$ cat config.mk
export PLATFORM = sky130hd
export DESIGN_NAME = sel41_scanner
export DESIGN_NICKNAME = d
export VERILOG_FILES = /design/src/rtl/sel41_scanner_pkg.sv /design/src/rtl/sel41_mux.sv /design/src/rtl/sel41_scanner.sv
export SDC_FILE = /design/constraint.sdc
export NUM_CORES = 1
export LEC_CHECK = 0
export ABC_AREA = 1
export BUFFER_PORTS_ARGS = -buffer_cell sky130_fd_sc_hd__buf_2
export CORE_AREA = 2 2 39 41
export DETAILED_ROUTE_END_ITERATION = 8
export DIE_AREA = 0 0 41 43
export GPL_TIMING_DRIVEN = 0
export PLACE_DENSITY = 0.59
export SLEW_MARGIN = 20
export SYNTH_ARGS = -nofsm -noshare
export SYNTH_HDL_FRONTEND = slang
export SYNTH_HIERARCHICAL = 1
export SYNTH_SLANG_ARGS = --single-unit
$ cat constraint.sdc
create_clock -name iClk -period 1.8 [get_ports iClk]
set_clock_uncertainty 0.15 [all_clocks]
set_input_delay 0.09 -clock iClk [delete_from_list [all_inputs] [get_ports iClk]]
set_output_delay 0.09 -clock iClk [all_outputs]
set_load 0.02 [all_outputs]
$ cat src/rtl/sel41_scanner_pkg.sv
// Shared definitions for the 4:1 time-division scanner and its matching de-selector.
// The channel codes and the idle level must agree on both ends of the shared line.
package sel41_scanner_pkg;

    localparam logic [1:0] CH0 = 2'b00;
    localparam logic [1:0] CH1 = 2'b01;
    localparam logic [1:0] CH2 = 2'b10;
    localparam logic [1:0] CH3 = 2'b11;

    typedef enum logic {
        ST_IDLE = 1'b0,
        ST_SCAN = 1'b1
    } state_e;

    // Every bit of an idle or unselected line sits at this level.
    localparam logic IDLE_BIT = 1'b1;

    function automatic logic [1:0] next_ch(input logic [1:0] ch);
        return ch + 2'd1;
    endfunction

endpackage

$ cat src/rtl/sel41_mux.sv
// Combinational 4:1 selector of W-bit channels, steered by a 2-bit channel code.
module sel41_mux
    import sel41_scanner_pkg::*;
#(
    parameter int W = 1
) (
    input  logic [W-1:0] i_c0,
    input  logic [W-1:0] i_c1,
    input  logic [W-1:0] i_c2,
    input  logic [W-1:0] i_c3,
    input  logic [1:0]   i_sel,
    output logic [W-1:0] o_z
);

    always_comb begin
        o_z = i_c0;
        case (i_sel)
            CH0:     o_z = i_c0;
            CH1:     o_z = i_c1;
            CH2:     o_z = i_c2;
            CH3:     o_z = i_c3;
            default: o_z = i_c0;
        endcase
    end

endmodule

$ cat src/rtl/sel41_scanner.sv
// Round-robin 4:1 time-division scanner: dwells DWELL cycles per channel and drives
// the registered channel code and data onto a line shared with a 1:4 de-selector.
module sel41_scanner
    import sel41_scanner_pkg::*;
#(
    parameter int W     = 1,
    parameter int DWELL = 4
) (
    input  logic         iClk,
    input  logic         iRst,
    input  logic         iEn,
    input  logic         iRestart,
    input  logic [W-1:0] iC0,
    input  logic [W-1:0] iC1,
    input  logic [W-1:0] iC2,
    input  logic [W-1:0] iC3,
    output logic         oS1,
    output logic         oS0,
    output logic [W-1:0] oZ,
    output logic         oValid,
    output logic         oFrame
);

    localparam int             DCW    = (DWELL > 1) ? $clog2(DWELL) : 1;
    localparam logic [DCW-1:0] DLAST  = DCW'(DWELL - 1);
    localparam logic [W-1:0]   IDLE_Z = {W{IDLE_BIT}};

    state_e         state_q, state_d;
    logic [1:0]     sel_q, sel_d;
    logic [DCW-1:0] dcnt_q, dcnt_d;
    logic [1:0]     s_q, s_d;
    logic [W-1:0]   z_q, z_d;
    logic           valid_q, valid_d;
    logic           frame_q, frame_d;

    logic [W-1:0]   mux_z;
    logic [DCW-1:0] dcnt_cur;
    logic           last;

    sel41_mux #(.W(W)) u_mux (
        .i_c0  (iC0),
        .i_c1  (iC1),
        .i_c2  (iC2),
        .i_c3  (iC3),
        .i_sel (sel_q),
        .o_z   (mux_z)
    );

    // The first scanning edge after IDLE always opens a fresh dwell.
    assign dcnt_cur = (state_q == ST_IDLE) ? '0 : dcnt_q;
    assign last     = (dcnt_cur == DLAST);

    always_comb begin
        state_d = iEn ? ST_SCAN : ST_IDLE;
        sel_d   = sel_q;
        dcnt_d  = dcnt_q;
        s_d     = s_q;
        z_d     = z_q;
        valid_d = 1'b0;
        frame_d = 1'b0;

        if (iRestart) begin
            sel_d  = CH0;
            dcnt_d = '0;
            s_d    = CH0;
            z_d    = iEn ? iC0 : IDLE_Z;
        end else if (iEn) begin
            s_d     = sel_q;
            z_d     = mux_z;
            valid_d = last;
            frame_d = last && (sel_q == CH3);
            if (last) begin
                dcnt_d = '0;
                sel_d  = next_ch(sel_q);
            end else begin
                dcnt_d = dcnt_cur + 1'b1;
            end
        end else begin
            // Disabled: the channel pointer and code hold, the partial dwell is dropped.
            z_d    = IDLE_Z;
            dcnt_d = '0;
        end
    end

    always_ff @(posedge iClk or posedge iRst) begin
        if (iRst) begin
            state_q <= ST_IDLE;
            sel_q   <= CH0;
            dcnt_q  <= '0;
            s_q     <= CH0;
            z_q     <= IDLE_Z;
            valid_q <= 1'b0;
            frame_q <= 1'b0;
        end else begin
            state_q <= state_d;
            sel_q   <= sel_d;
            dcnt_q  <= dcnt_d;
            s_q     <= s_d;
            z_q     <= z_d;
            valid_q <= valid_d;
            frame_q <= frame_d;
        end
    end

    assign oS1    = s_q[1];
    assign oS0    = s_q[0];
    assign oZ     = z_q;
    assign oValid = valid_q;
    assign oFrame = frame_q;

endmodule

After elaboration in Yosys (flattened, before gate mapping)
Index checks and enable logic that the tools add are counted.

Bits in latches: 0. Memories kept: 0. Bits in read-only memories: 0. Bits in writable memories: 0. Output and inout bits: 5. Word-level logic and storage cells: 36. Bits in registers: 10. Input bits: 8.

Divide/modulo/power cells: 0. Reductions and logical operators: 5. Equality and inequality tests: 4. Shift operators: 0. $mul: 0. Multiplexer cells: 18. Magnitude comparators: 0. $add $sub $neg: 2. Bitwise gates (word level): 0.

Operators with widths (count): $mux W2 (9); $mux W1 (8); $eq A2 B2 Y1 const B (3); $add A2 B1 Y2 const B (2); $pmux W1 S4 (1); $reduce_bool A2 Y1 (2); $eq A2 B1 Y1 const B (1); $logic_not A2 Y1 (1); $reduce_and A2 Y1 (1); $logic_and A1 B1 Y1 (1).

Depth between registers and ports, before layout
Gate-level depths: netlist of run 1.

Depth after elaboration: 5. Gate-level depth with buffers: 7. Depth with buffers taken out: 7.

By module
The synthesis of run 1 kept the hierarchy.

Modules (own cells, without submodules): sel41_scanner (sequential area each 251.5 um^2, area each 447.9 um^2, cells an instance 48, instances 1); sel41_mux (sequential area each 0.0 um^2, area each 51.3 um^2, cells an instance 13, instances 1).

Worst setup path before layout of run 1
Ideal clock, no wire load.

Path kind: register to register. From: reg state_q. To: reg sel_q[0]. Period minus slack after synthesis: 1.150 ns. Required time: 1.533 ns. Path buffers: 0. Data arrival time: 0.883 ns. Setup slack: 0.650 ns. Library setup time: 0.117 ns. Cell stages (with the launch flop): 8. Cell sequence: dfrtp_1 -> nand2_1 -> inv_1 -> ha_1 -> nand2_4 -> nand2_2 -> nand2_1 -> nand2_1.

Cells in the longest elaborated chain, start to end: 4.

RTL lines: start, declared (RTL line sel41_scanner.sv:28) `state_e state_q, state_d;`; start signal, assigned (RTL line sel41_scanner.sv:95) `state_q <= state_d;`; $mux W2 (RTL line sel41_scanner.sv:50) `assign dcnt_cur = (state_q == ST_IDLE) ? '0 : dcnt_q;`; $eq A2 B2 Y1 (RTL line sel41_scanner.sv:51) `assign last = (dcnt_cur == DLAST);`; $reduce_bool A2 Y1 (no line); $reduce_and A2 Y1 (no line); end signal, assigned (RTL line sel41_scanner.sv:96) `sel_q <= sel_d;`; end, declared (RTL line sel41_scanner.sv:29) `logic [1:0] sel_q, sel_d;`.

No other way between the ends. A chain may end at the register's enable or synchronous reset.

Worst setup path in the final report of run 1
From: reg sel_q[0]. To: reg sel_q[1].

Cells in the longest elaborated chain, start to end: 4.

RTL lines: $add A2 B1 Y2 (RTL line sel41_scanner_pkg.sv:19) `return ch + 2'd1;`; $mux W2 (RTL line sel41_scanner.sv:72) `if (last) begin`; $mux W2 (RTL line sel41_scanner.sv:67) `end else if (iEn) begin`; $mux W2 (RTL line sel41_scanner.sv:62) `if (iRestart) begin`.

No other way between the ends. The select of a mux whose other input is x is not followed.

==> results of run 1 <==
## layout make-up
cell class | instances | area share, %
flip-flops and latches | 10 | 38.65
clock buffers | 4 | 5.577
well taps | 16 | 3.077
plain buffers | 2 | 2.885
multi-input cells | 38 | 28.08
inverters | 11 | 7.115
repair buffers | 15 | 14.62
## state kept, by name, summed over array words and instances (netlist names)
signal,flops
sel_q,2
s_q,2
oZ,1
dcnt_q,2
oValid,1
oFrame,1
state_q,1
## power by group through the flow
stage	clock network [mW]	logic (mW)	registers (mW)
final	0.204	0.0839	0.252
after global routing	0.221	0.0957	0.255
after CTS	0.209	0.0846	0.253
after detailed placement	0	0.0774	0.257
after global placement	0	0.0753	0.256
after floorplan	0	0.0500	0.261
## layout by cell type (no fill, tap or decap), drive strengths merged
cell type	n
dfrtp	9
ha	2
inv	10
buf	13
clkbuf	4
clkinv	1
nor2	7
nand2	21
dfstp	1
nand3	8
dlygate4sd3	4
## per-layer routing
layer / wire [um] / share of wire [%] / vias to the layer above
li1: - / - / 220
met1: 361 / 41 / 185
met2: 418 / 48 / 18
met3: 50 / 5.7 / 4
met4: 40 / 4.6 / 0
met5: 0 / 0 / -
## critical path, delay by kind of cell, from the launching register on
kind / cells / cell delay (ns)
DFF: 1 / 0.45
buffers and inverters: 1 / 0.06
and+or+nand+nor: 3 / 0.16
adders and majority gates: 1 / 0.31
## per-stage QoR
stage / util [%] / instance area [um2] / hold slack (ns)
after floorplan: - / 499.2 / -0.2205
after global placement: 41.50 / 574.3 / -0.07287
after detailed placement: 41.50 / 574.3 / -0.06974
after CTS: 47.02 / 650.6 / 0.08632
after global routing: 47.02 / 650.6 / 0.1227
final: 47.02 / 650.6 / 0.08381
## worst max-delay path by stage
stage | cells after the start | slack, ns | start | endpoint
CTS | 7 | 0.57 | state_q | sel_q[0]
global route | 7 | 0.47 | state_q | sel_q[1]
detailed placement | 7 | 0.59 | state_q | sel_q[0]
floorplan | 7 | 0.65 | state_q | sel_q[0]
finish | 5 | 0.55 | sel_q[0] | sel_q[1]
global placement | 5 | 0.61 | sel_q[0] | sel_q[1]
## cells by family after synthesis
logic type,Yosys count,share of synthesized area [%]
and+or+nand+nor,36,31.58
buffers and inverters,13,13.03
DFF,10,50.38
adders and majority gates,2,5.012
==> results.txt, run 1 <==
----------------------------------------------------
[Worst setup path]
  Largest fanout of any net on the critical path ... 7
  Setup crit end kind ... flip-flop
  Worst R2R End ... sel_q[1]
  Worst Reg2Reg Path Length in Cells ... 5
  Slack of the worst reg-to-reg path ... 0.55 ns
  Data arrival time of the critical path ... 1.26 ns
  Source of the worst register-to-register timing path ... sel_q[0]
  WS Path Type ... flip-flop to flip-flop
  Slowest cell delay on critical path ... 0.45 ns
  Chain of cells forming the critical path ... ha_1, inv_1, nor2_1, nand2_1, nand2_1
  Startpoint type of the worst setup path ... flip-flop
  Critical path's most frequent cell ... sky130_fd_sc_hd__nand2_1
  Req. time, crit path ... 1.81 ns
  Master of the slowest instance on the critical path ... sky130_fd_sc_hd__dfrtp_1

[GRT]
  Number of global-route vias before repair ... 403
  Global Route Usage Sum ... 13.62%
  Met2 capacity usage during global routing ... 20.00%
  Global routing usage on met1 ... 14.38%
  Overall overflow remaining after global route ... 0
  Met3 track demand over resource ... 3.141%
  Maximum number of pins on one net before global-route repair ... 11
  Initial antenna violation count ... 0
  Most used routing layer ... met2
  Wire length of the first global-routing pass ... 1552 um

[Cells and area]
  Area of the multi-input gates ... 182.7 um2
  Count of non-filler cells in the finished layout ... 96
  Layout Nets ... 91
  Share of cells above drive strength 1 ... 30.00%
  Fillers ... 146
  Count of antenna diodes in the layout ... 0
  Relative area change from synthesis to final layout ... 30.33%
  Register area ... 251.5 um2

[Power]
  Maximum vdd ir drop ... 348.8 uV
  Clock power frac ... 37.7%
  Total design power ... 540.1 uW
  Logic gate share of total power ... 15.5%
  Fraction of power consumed by sequential logic ... 46.7%
  Internal Dissipation ... 399.5 uW
  NetSw ... 140.7 uW
  Switching share of power ... 26.04%
  Pwr Density ... 830.2 nW/um2
  Standby leakage power ... 0.3899 nW

[Placement]
  HPWL after detailed placement ... 633.6 um
  Placement Setup Slack ... 0.5886 ns
  Number of placed cells counting well taps ... 88
  Port bufs ... 11
  RePlAce Congestion ... 0.7767

[Logic synthesis]
  Distinct cell type count of the synthesized netlist ... 15
  Asr flop ratio synth ... 100.0%
  Most numerous cell in the Yosys netlist ... sky130_fd_sc_hd__nand2_1
  Main area contributors after synthesis ... sky130_fd_sc_hd__dfrtp_1 45%, sky130_fd_sc_hd__nand2_1 14%, sky130_fd_sc_hd__nand3_1 8.0%
  Dominant synthesized flop cell ... sky130_fd_sc_hd__dfrtp_1
  Total of flip-flops plus latches after synthesis ... 10
  Leading area contributor after synthesis ... sky130_fd_sc_hd__dfrtp_1
  Number of synthesis warnings ... 6
  Share of the synthesized area in the top cell type ... 45.11%
  Gate Count Post-Synth ... 61
  Cell area after synthesis ... 499.2 um2
  Post-Synthesis Mean Instance Area ... 8.184 um2
  Portion of the post-synthesis area used by sequential elements ... 50.38%
  Leading post-synthesis cells by instance count ... 19 x sky130_fd_sc_hd__nand2_1, 9 x sky130_fd_sc_hd__dfrtp_1, 8 x sky130_fd_sc_hd__nand3_1
  Syn Nets ... 71
  EDFF count, synth ... 0

[Clock tree]
  Post-CTS Setup Inserts ... 0
  CTS clk-pin slew, worst paths ... 0.07 ns
  CTS tree ... done
  Maximum level of the CTS H-tree ... 1
  Clock insertion delay at the later pin of the skew report ... 0.27 ns
  Max Buffers Root-to-Sink ... 2
  Sinks on Clock Net ... 10
  Cts bufs inserted ... 3
  Post-cts hold buffer count ... 4
  Cts repair resizes ... 0
  Root Buffer Master ... sky130_fd_sc_hd__clkbuf_4

[Timing]
  Shortest clock period the worst path allows after layout ... 1.247 ns
  Final number of hold-violating endpoints ... 0
  Count of final setup violators ... 0
  Ratio of final minimum period to clock period ... 69.27%
  Setup_tns ... 0 ns
  Max frequency ... 802.0 MHz
  Slew Limit Headroom ... 76.03%
  Unrepaired setup endpoints after global routing ... no
  Final count of pins violating max slew ... 0
  Slew @ Worst Pin ... 0.3592 ns
  Final worst setup slack ... 0.5531 ns

[Routing]
  Total number of vias ... 427
  Number of DRC violations after detailed-routing iteration 0 ... 7
  Detailed-routing iteration count for the pre-antenna-repair pass ... 4
  Via/cell ratio ... 4.448
  Sum of routed wire length over all layers ... 870 um
  Number of antenna-violating nets in the routed design ... 0
  Count of unresolved DRC violations after routing ... 0
  Average wire per standard cell ... 9.063 um

[Run]
  Number of max-cap violations ... 0

[Worst hold path]
  Critical hold path startpoint ... iC1
  WHS Path Cells ... 7
  Hold Path Sink ... oZ
  Type of the most critical hold path ... input pin to flip-flop

[Die]
  Total die area ... 1763 um2
  Initial standard-cell utilization of the core ... 36.08%
  Area of the core ... 1384 um2
  Die outline width ... 41 um
  I/O pins ... 13
  Chip Height ... 43 um
  Cell Rows ... 14

[Status]
  Result of the run ... finished, final reports clean

----------------------------------------------------
(Power assumes the default switching activity.)
==> run 2, diff against run 1 <==
PLACE_DENSITY = 0.61   (was 0.59)
clock period = 1.1 ns   (was 1.8 ns; I/O delays follow)
==> run 2 against run 1 <==
Net effect:
- the flow now finishes with violations (negative setup slack)
- via count up 1.9%
- critical path type unchanged
- combinational power up 97%
- register-to-register slack worse by 0.62 ns
- cell count up 3.1%
- sequential share of layout area down 2.1 points
==> results.txt, run 2 (same netlist as run 1, synthesis figures left out) <==
----------------------------------------------------
[Timing]
  Count of final setup violators ... 2
  Final count of pins violating max slew ... 0
  Ratio of final minimum period to clock period ... 106.0%
  Final number of hold-violating endpoints ... 0
  Final worst setup slack ... -0.06574 ns
  Unrepaired setup endpoints after global routing ... yes
  Slew @ Worst Pin ... 0.3708 ns
  Shortest clock period the worst path allows after layout ... 1.166 ns
  Setup_tns ... -0.1014 ns
  Slew Limit Headroom ... 75.25%
  Max frequency ... 857.8 MHz

[Die]
  Total die area ... 1763 um2
  Die outline width ... 41 um
  Initial standard-cell utilization of the core ... 36.08%
  Area of the core ... 1384 um2
  Cell Rows ... 14
  I/O pins ... 13
  Chip Height ... 43 um

[Clock tree]
  Cts bufs inserted ... 3
  Clock insertion delay at the later pin of the skew report ... 0.27 ns
  CTS tree ... done
  CTS clk-pin slew, worst paths ... 0.06 ns
  Root Buffer Master ... sky130_fd_sc_hd__clkbuf_4
  Sinks on Clock Net ... 10
  Max Buffers Root-to-Sink ... 2
  Maximum level of the CTS H-tree ... 1

[Worst setup path]
  WS Path Type ... flip-flop to flip-flop
  Largest fanout of any net on the critical path ... 5
  Req. time, crit path ... 1.11 ns
  Critical path's most frequent cell ... sky130_fd_sc_hd__nand2_1
  Slowest cell delay on critical path ... 0.43 ns
  Beginning of the critical path ... sel_q[1]
  Chain of cells forming the critical path ... ha_1, inv_1, nor2_1, nand2_1, nand2_1
  Slack of the worst reg-to-reg path ... -0.07 ns
  Startpoint type of the worst setup path ... flip-flop
  Data arrival time of the critical path ... 1.17 ns
  Worst R2R End ... sel_q[1]
  Setup crit end kind ... flip-flop
  Source of the worst register-to-register timing path ... sel_q[1]
  Worst Reg2Reg Path Length in Cells ... 5
  Master of the slowest instance on the critical path ... sky130_fd_sc_hd__dfrtp_1

[Cells and area]
  Register area ... 252.7 um2
  Count of antenna diodes in the layout ... 0
  Layout Nets ... 94
  Share of cells above drive strength 1 ... 38.55%
  Commonest non-fill, non-tap cell in the layout ... sky130_fd_sc_hd__nand2_1
  Final design utilization ... 50.00%
  Most frequent cells in the layout ... 17 x sky130_fd_sc_hd__nand2_1, 10 x sky130_fd_sc_hd__buf_2, 8 x sky130_fd_sc_hd__nand3_1, 8 x sky130_fd_sc_hd__dfrtp_1, 6 x sky130_fd_sc_hd__nor2_1
  Area of the multi-input gates ... 200.2 um2
  Relative area change from synthesis to final layout ... 38.60%
  Fillers ... 140
  Largest registers in the final layout ... dcnt_q: 2 flops, s_q: 2 flops, sel_q: 2 flops

[Power]
  Standby leakage power ... 0.3959 nW
  Maximum vdd ir drop ... 422.4 uV
  Pwr Density ... 1219 nW/um2

[Worst hold path]
  Hold Path Sink ... oZ
  Type of the most critical hold path ... input pin to flip-flop
  WHS Path Cells ... 7
  Critical hold path startpoint ... iC1

[GRT]
  Wire length of the first global-routing pass ... 1628 um
  Initial antenna violation count ... 0
  Maximum number of pins on one net before global-route repair ... 11
  Overall overflow remaining after global route ... 0
  Global Route Usage Sum ... 14.53%
  Number of global-route vias before repair ... 396

[Routing]
  Average wire per standard cell ... 9.545 um
  Via/cell ratio ... 4.394
  Number of DRC violations after detailed-routing iteration 0 ... 3
  Sum of routed wire length over all layers ... 945 um
  Count of unresolved DRC violations after routing ... 0
  Number of antenna-violating nets in the routed design ... 0
  Detailed-routing iteration count for the pre-antenna-repair pass ... 4
  Total number of vias ... 435

[Run]
  Number of max-cap violations ... 0

[Placement]
  Port bufs ... 11
  RePlAce Congestion ... 0.7752
  HPWL after detailed placement ... 661.4 um

[Status]
  Violations in the final reports ... negative setup slack
  Result of the run ... finished, violations left

----------------------------------------------------
run 2: repair_timing:
item | in CTS | in global routing
setup endpoints to repair | 4 | 7
pin swaps | 3 | 7
buffers inserted | 3 | 0
hold endpoints to repair | 20 | 0
hold buffers | 4 | 0
resized for setup | 6 | 3
cloned | 0 | 0
run 2: where the power goes:
group,switching (mW),leakage (nW),internal [mW]
Sequential,0.0191,0.129,0.394
Clock,0.126,0.0150,0.140
Combinational,0.0855,0.252,0.0797
run 2: layout make-up:
class                   count  area share [%]
flip-flops and latches     10           36.53
multi-input cells          38           28.93
repair buffers             18           18.44
inverters                  11           6.691
clock buffers               4           3.797
well taps                  16           2.893
plain buffers               2           2.712
run 2: worst max path at each step:
| stage | endpoint | slack (ns) | depth (start not counted) |
|---|---|---|---|
| CTS | sel_q[1] | -0.06 | 7 |
| finish | sel_q[1] | -0.07 | 5 |
| global route | sel_q[1] | -0.12 | 7 |
| floorplan | sel_q[1] | -0.009 | 5 |
| global placement | sel_q[1] | -0.07 | 5 |
| detailed placement | sel_q[1] | -0.07 | 5 |
run 2: critical path, delay by kind of cell, from the launching register on:
family                   cells  cell delay, ns
adder cells (fa/ha/maj)      1            0.29
buffers and inverters        1            0.05
flip-flops                   1            0.43
AND/OR/NAND/NOR              3            0.14
run 2: metal layers:
| metal | GRT usage [%] | routed length, um | share of wire [%] | vias up |
|---|---|---|---|---|
| li1 | - | - | - | 227 |
| met1 | 15.69 | 378 | 40 | 192 |
| met2 | 21.56 | 485 | 51 | 11 |
| met3 | 3.141 | 36 | 3.8 | 5 |
| met4 | 14.00 | 44 | 4.7 | 0 |
| met5 | 0 | 0 | 0 | - |
run 2: stage by stage:
stage          power, mW  worst slack, ns  instances  hold slack [ns]  instance area, um2
2_1_floorplan     0.5079        -0.008721         61          -0.2555               501.7
3_3_place_gp      0.5421         -0.06504         88          -0.1080               576.8
3_5_place_dp      0.5455         -0.06894         88          -0.1017               576.8
4_1_cts           0.8461         -0.05856         99          0.04082               683.2
5_1_grt           0.8995          -0.1197         99          0.08324               691.9
6_report          0.8437         -0.06574         99          0.03534               691.9
==> run 3, diff against run 2 <==
BUFFER_PORTS_ARGS = unset   (was -buffer_cell sky130_fd_sc_hd__buf_2)
CAP_MARGIN = 30   (was unset)
DONT_BUFFER_PORTS = 1   (was unset)
PLACE_DENSITY = 0.52   (was 0.61)
==> run 3 against run 2 <==
Net effect:
- the flow finishes with violations (negative hold slack, negative setup slack)
- combinational power down 16%
- highest routed layer unchanged
- hold slack worse by 0.37 ns
- cell count down 9.1%
- clock power about the same
- largest power group unchanged
==> results.txt, run 3 (same netlist as run 1, synthesis figures left out) <==
----------------------------------------------------
[Status]
  Result of the run ... finished, violations left
  Violations in the final reports ... negative hold slack, negative setup slack

[Cells and area]
  Layout Nets ... 85
  Commonest non-fill, non-tap cell in the layout ... sky130_fd_sc_hd__nand2_1
  Relative area change from synthesis to final layout ... 29.07%
  Share of cells above drive strength 1 ... 29.73%
  Count of antenna diodes in the layout ... 0
  Most frequent cells in the layout ... 19 x sky130_fd_sc_hd__nand2_1, 8 x sky130_fd_sc_hd__nand3_1, 8 x sky130_fd_sc_hd__dfrtp_1, 6 x sky130_fd_sc_hd__buf_4
  Count of non-filler cells in the finished layout ... 90
  Largest registers in the final layout ... dcnt_q: 2 flops, s_q: 2 flops, sel_q: 2 flops

[Worst setup path]
  Chain of cells forming the critical path ... nand2_1, inv_2, ha_4, nand2_4, nand2_2, nand2_1, nand2_1
  Slowest cell delay on critical path ... 0.38 ns
  Largest fanout of any net on the critical path ... 4
  Setup crit end kind ... flip-flop
  Master of the slowest instance on the critical path ... sky130_fd_sc_hd__dfrtp_1
  Critical path's most frequent cell ... sky130_fd_sc_hd__nand2_1
  Data arrival time of the critical path ... 1.14 ns
  Beginning of the critical path ... state_q
  WS Path Type ... flip-flop to flip-flop
  Startpoint type of the worst setup path ... flip-flop
  Cell family with most CP delay ... flip-flops
  Count of buffering cells on the critical path with inverters included ... 1
  Req. time, crit path ... 1.10 ns
  Source of the worst register-to-register timing path ... state_q

[Routing]
  Number of DRC violations after detailed-routing iteration 0 ... 9
  Met1 wire length ... 379 um
  Top metal layer carrying routed signals ... met4
  Via/cell ratio ... 4.489
  Count of unresolved DRC violations after routing ... 0
  Number of antenna-violating nets in the routed design ... 0
  Detailed-routing iteration count for the pre-antenna-repair pass ... 4
  Wire length on met3 ... 35 um
  Sum of routed wire length over all layers ... 903 um
  Average wire per standard cell ... 10.03 um
  Sum of met2 wire segment lengths after detailed routing ... 461 um
  Total number of vias ... 404

[Clock tree]
  Root Buffer Master ... sky130_fd_sc_hd__clkbuf_4
  Sinks on Clock Net ... 10
  Cts bufs inserted ... 3
  CTS clk-pin slew, worst paths ... 0.07 ns
  Max Buffers Root-to-Sink ... 2
  Clock insertion delay at the later pin of the skew report ... 0.26 ns
  CTS tree ... done
  Maximum level of the CTS H-tree ... 1

[Timing]
  Count of final setup violators ... 3
  Slew Limit Headroom ... 75.29%
  Worst Hold Slack ... -0.3318 ns
  Shortest clock period the worst path allows after layout ... 1.135 ns
  Max frequency ... 881.2 MHz
  Slew @ Worst Pin ... 0.3702 ns
  Setup_tns ... -0.08579 ns
  Final count of pins violating max slew ... 0
  Unrepaired setup endpoints after global routing ... yes
  Ratio of final minimum period to clock period ... 103.2%
  Final number of hold-violating endpoints ... 4
  Final worst setup slack ... -0.03483 ns

[Power]
  Standby leakage power ... 0.3517 nW
  Maximum vdd ir drop ... 378.9 uV
  Pwr Density ... 1275 nW/um2

[Worst hold path]
  Type of the most critical hold path ... input pin to flip-flop
  Critical hold path startpoint ... iEn

[Die]
  I/O pins ... 13
  Cell Rows ... 14
  Chip Height ... 43 um
  Total die area ... 1763 um2
  Area of the core ... 1384 um2
  Die outline width ... 41 um
  Initial standard-cell utilization of the core ... 36.08%

[GRT]
  Number of global-route vias before repair ... 353
  Wire length of the first global-routing pass ... 1469 um
  Overall overflow remaining after global route ... 0
  Global Route Usage Sum ... 12.93%
  Initial antenna violation count ... 0
  Maximum number of pins on one net before global-route repair ... 11

[Placement]
  Port bufs ... 0
  HPWL after detailed placement ... 620.4 um
  Placement Setup Slack ... -0.07369 ns
  Number of placed cells counting well taps ... 77
  RePlAce Congestion ... 0.7588

[Run]
  Number of max-cap violations ... 0

----------------------------------------------------
==> run 3: changes by cell type in the layout (fill, tap and decap cells not counted), sizes merged <==
cell / change
buf: -9
==> run 3: through the flow <==
stage	area, um2	utilization (%)	power, mW
2_1_floorplan	501.7	-	0.5079
3_3_place_gp	521.8	37.70	0.5269
3_5_place_dp	521.8	37.70	0.5274
4_1_cts	611.8	44.21	0.8218
5_1_grt	644.4	46.56	0.8735
6_report	644.4	46.56	0.8217
==> run 3: cell type report <==
| class | instances | area [um2] |
|---|---|---|
| Buffer | 2 | 18.77 |
| Fill cell | 137 | 739.5 |
| Timing Repair Buffer | 9 | 77.57 |
| Sequential cell | 10 | 252.7 |
| Inverter | 11 | 46.29 |
| Tap cell | 16 | 20.02 |
| Multi-Input combinational cell | 38 | 202.7 |
| Clock buffer | 4 | 26.28 |
==> run 3: final timing paths <==
path,endpoint,slack [ns],cells past startpoint
worst min-delay path,state_q,-0.33,0
min in group asynchronous,dcnt_q[0],0.05,2
worst max register to register,sel_q[1],-0.03,7
worst max-delay path,sel_q[1],-0.03,7
max in group asynchronous,oZ,0.44,2
worst min register to register,s_q[0],0.47,2
==> run 3: what timing repair did <==
item	4_1_cts	5_1_grt
buffers inserted	3	2
resized for setup	4	2
pin swaps	2	3
hold endpoints to repair	20	7
setup endpoints to repair	3	6
hold buffers	3	1
==> run 3: metal layers <==
| metal | vias up | global-route usage [%] |
|---|---|---|
| met5 | - | 0 |
| met1 | 180 | 14.43 |
| met2 | 12 | 19.06 |
| met4 | 0 | 12.67 |
| li1 | 210 | - |
| met3 | 2 | 2.094 |
==> run 3: worst reg2reg max path, delay by kind of cell, from the launching register on <==
kind / cells / cell delay, ns
adders and majority gates: 1 / 0.16
buffers and inverters: 1 / 0.05
DFF: 1 / 0.38
and+or+nand+nor: 5 / 0.29
==> run 3: power breakdown <==
group,switching (mW),internal (mW)
combinational,0.0728,0.0662
sequential,0.0247,0.394
clock,0.124,0.140
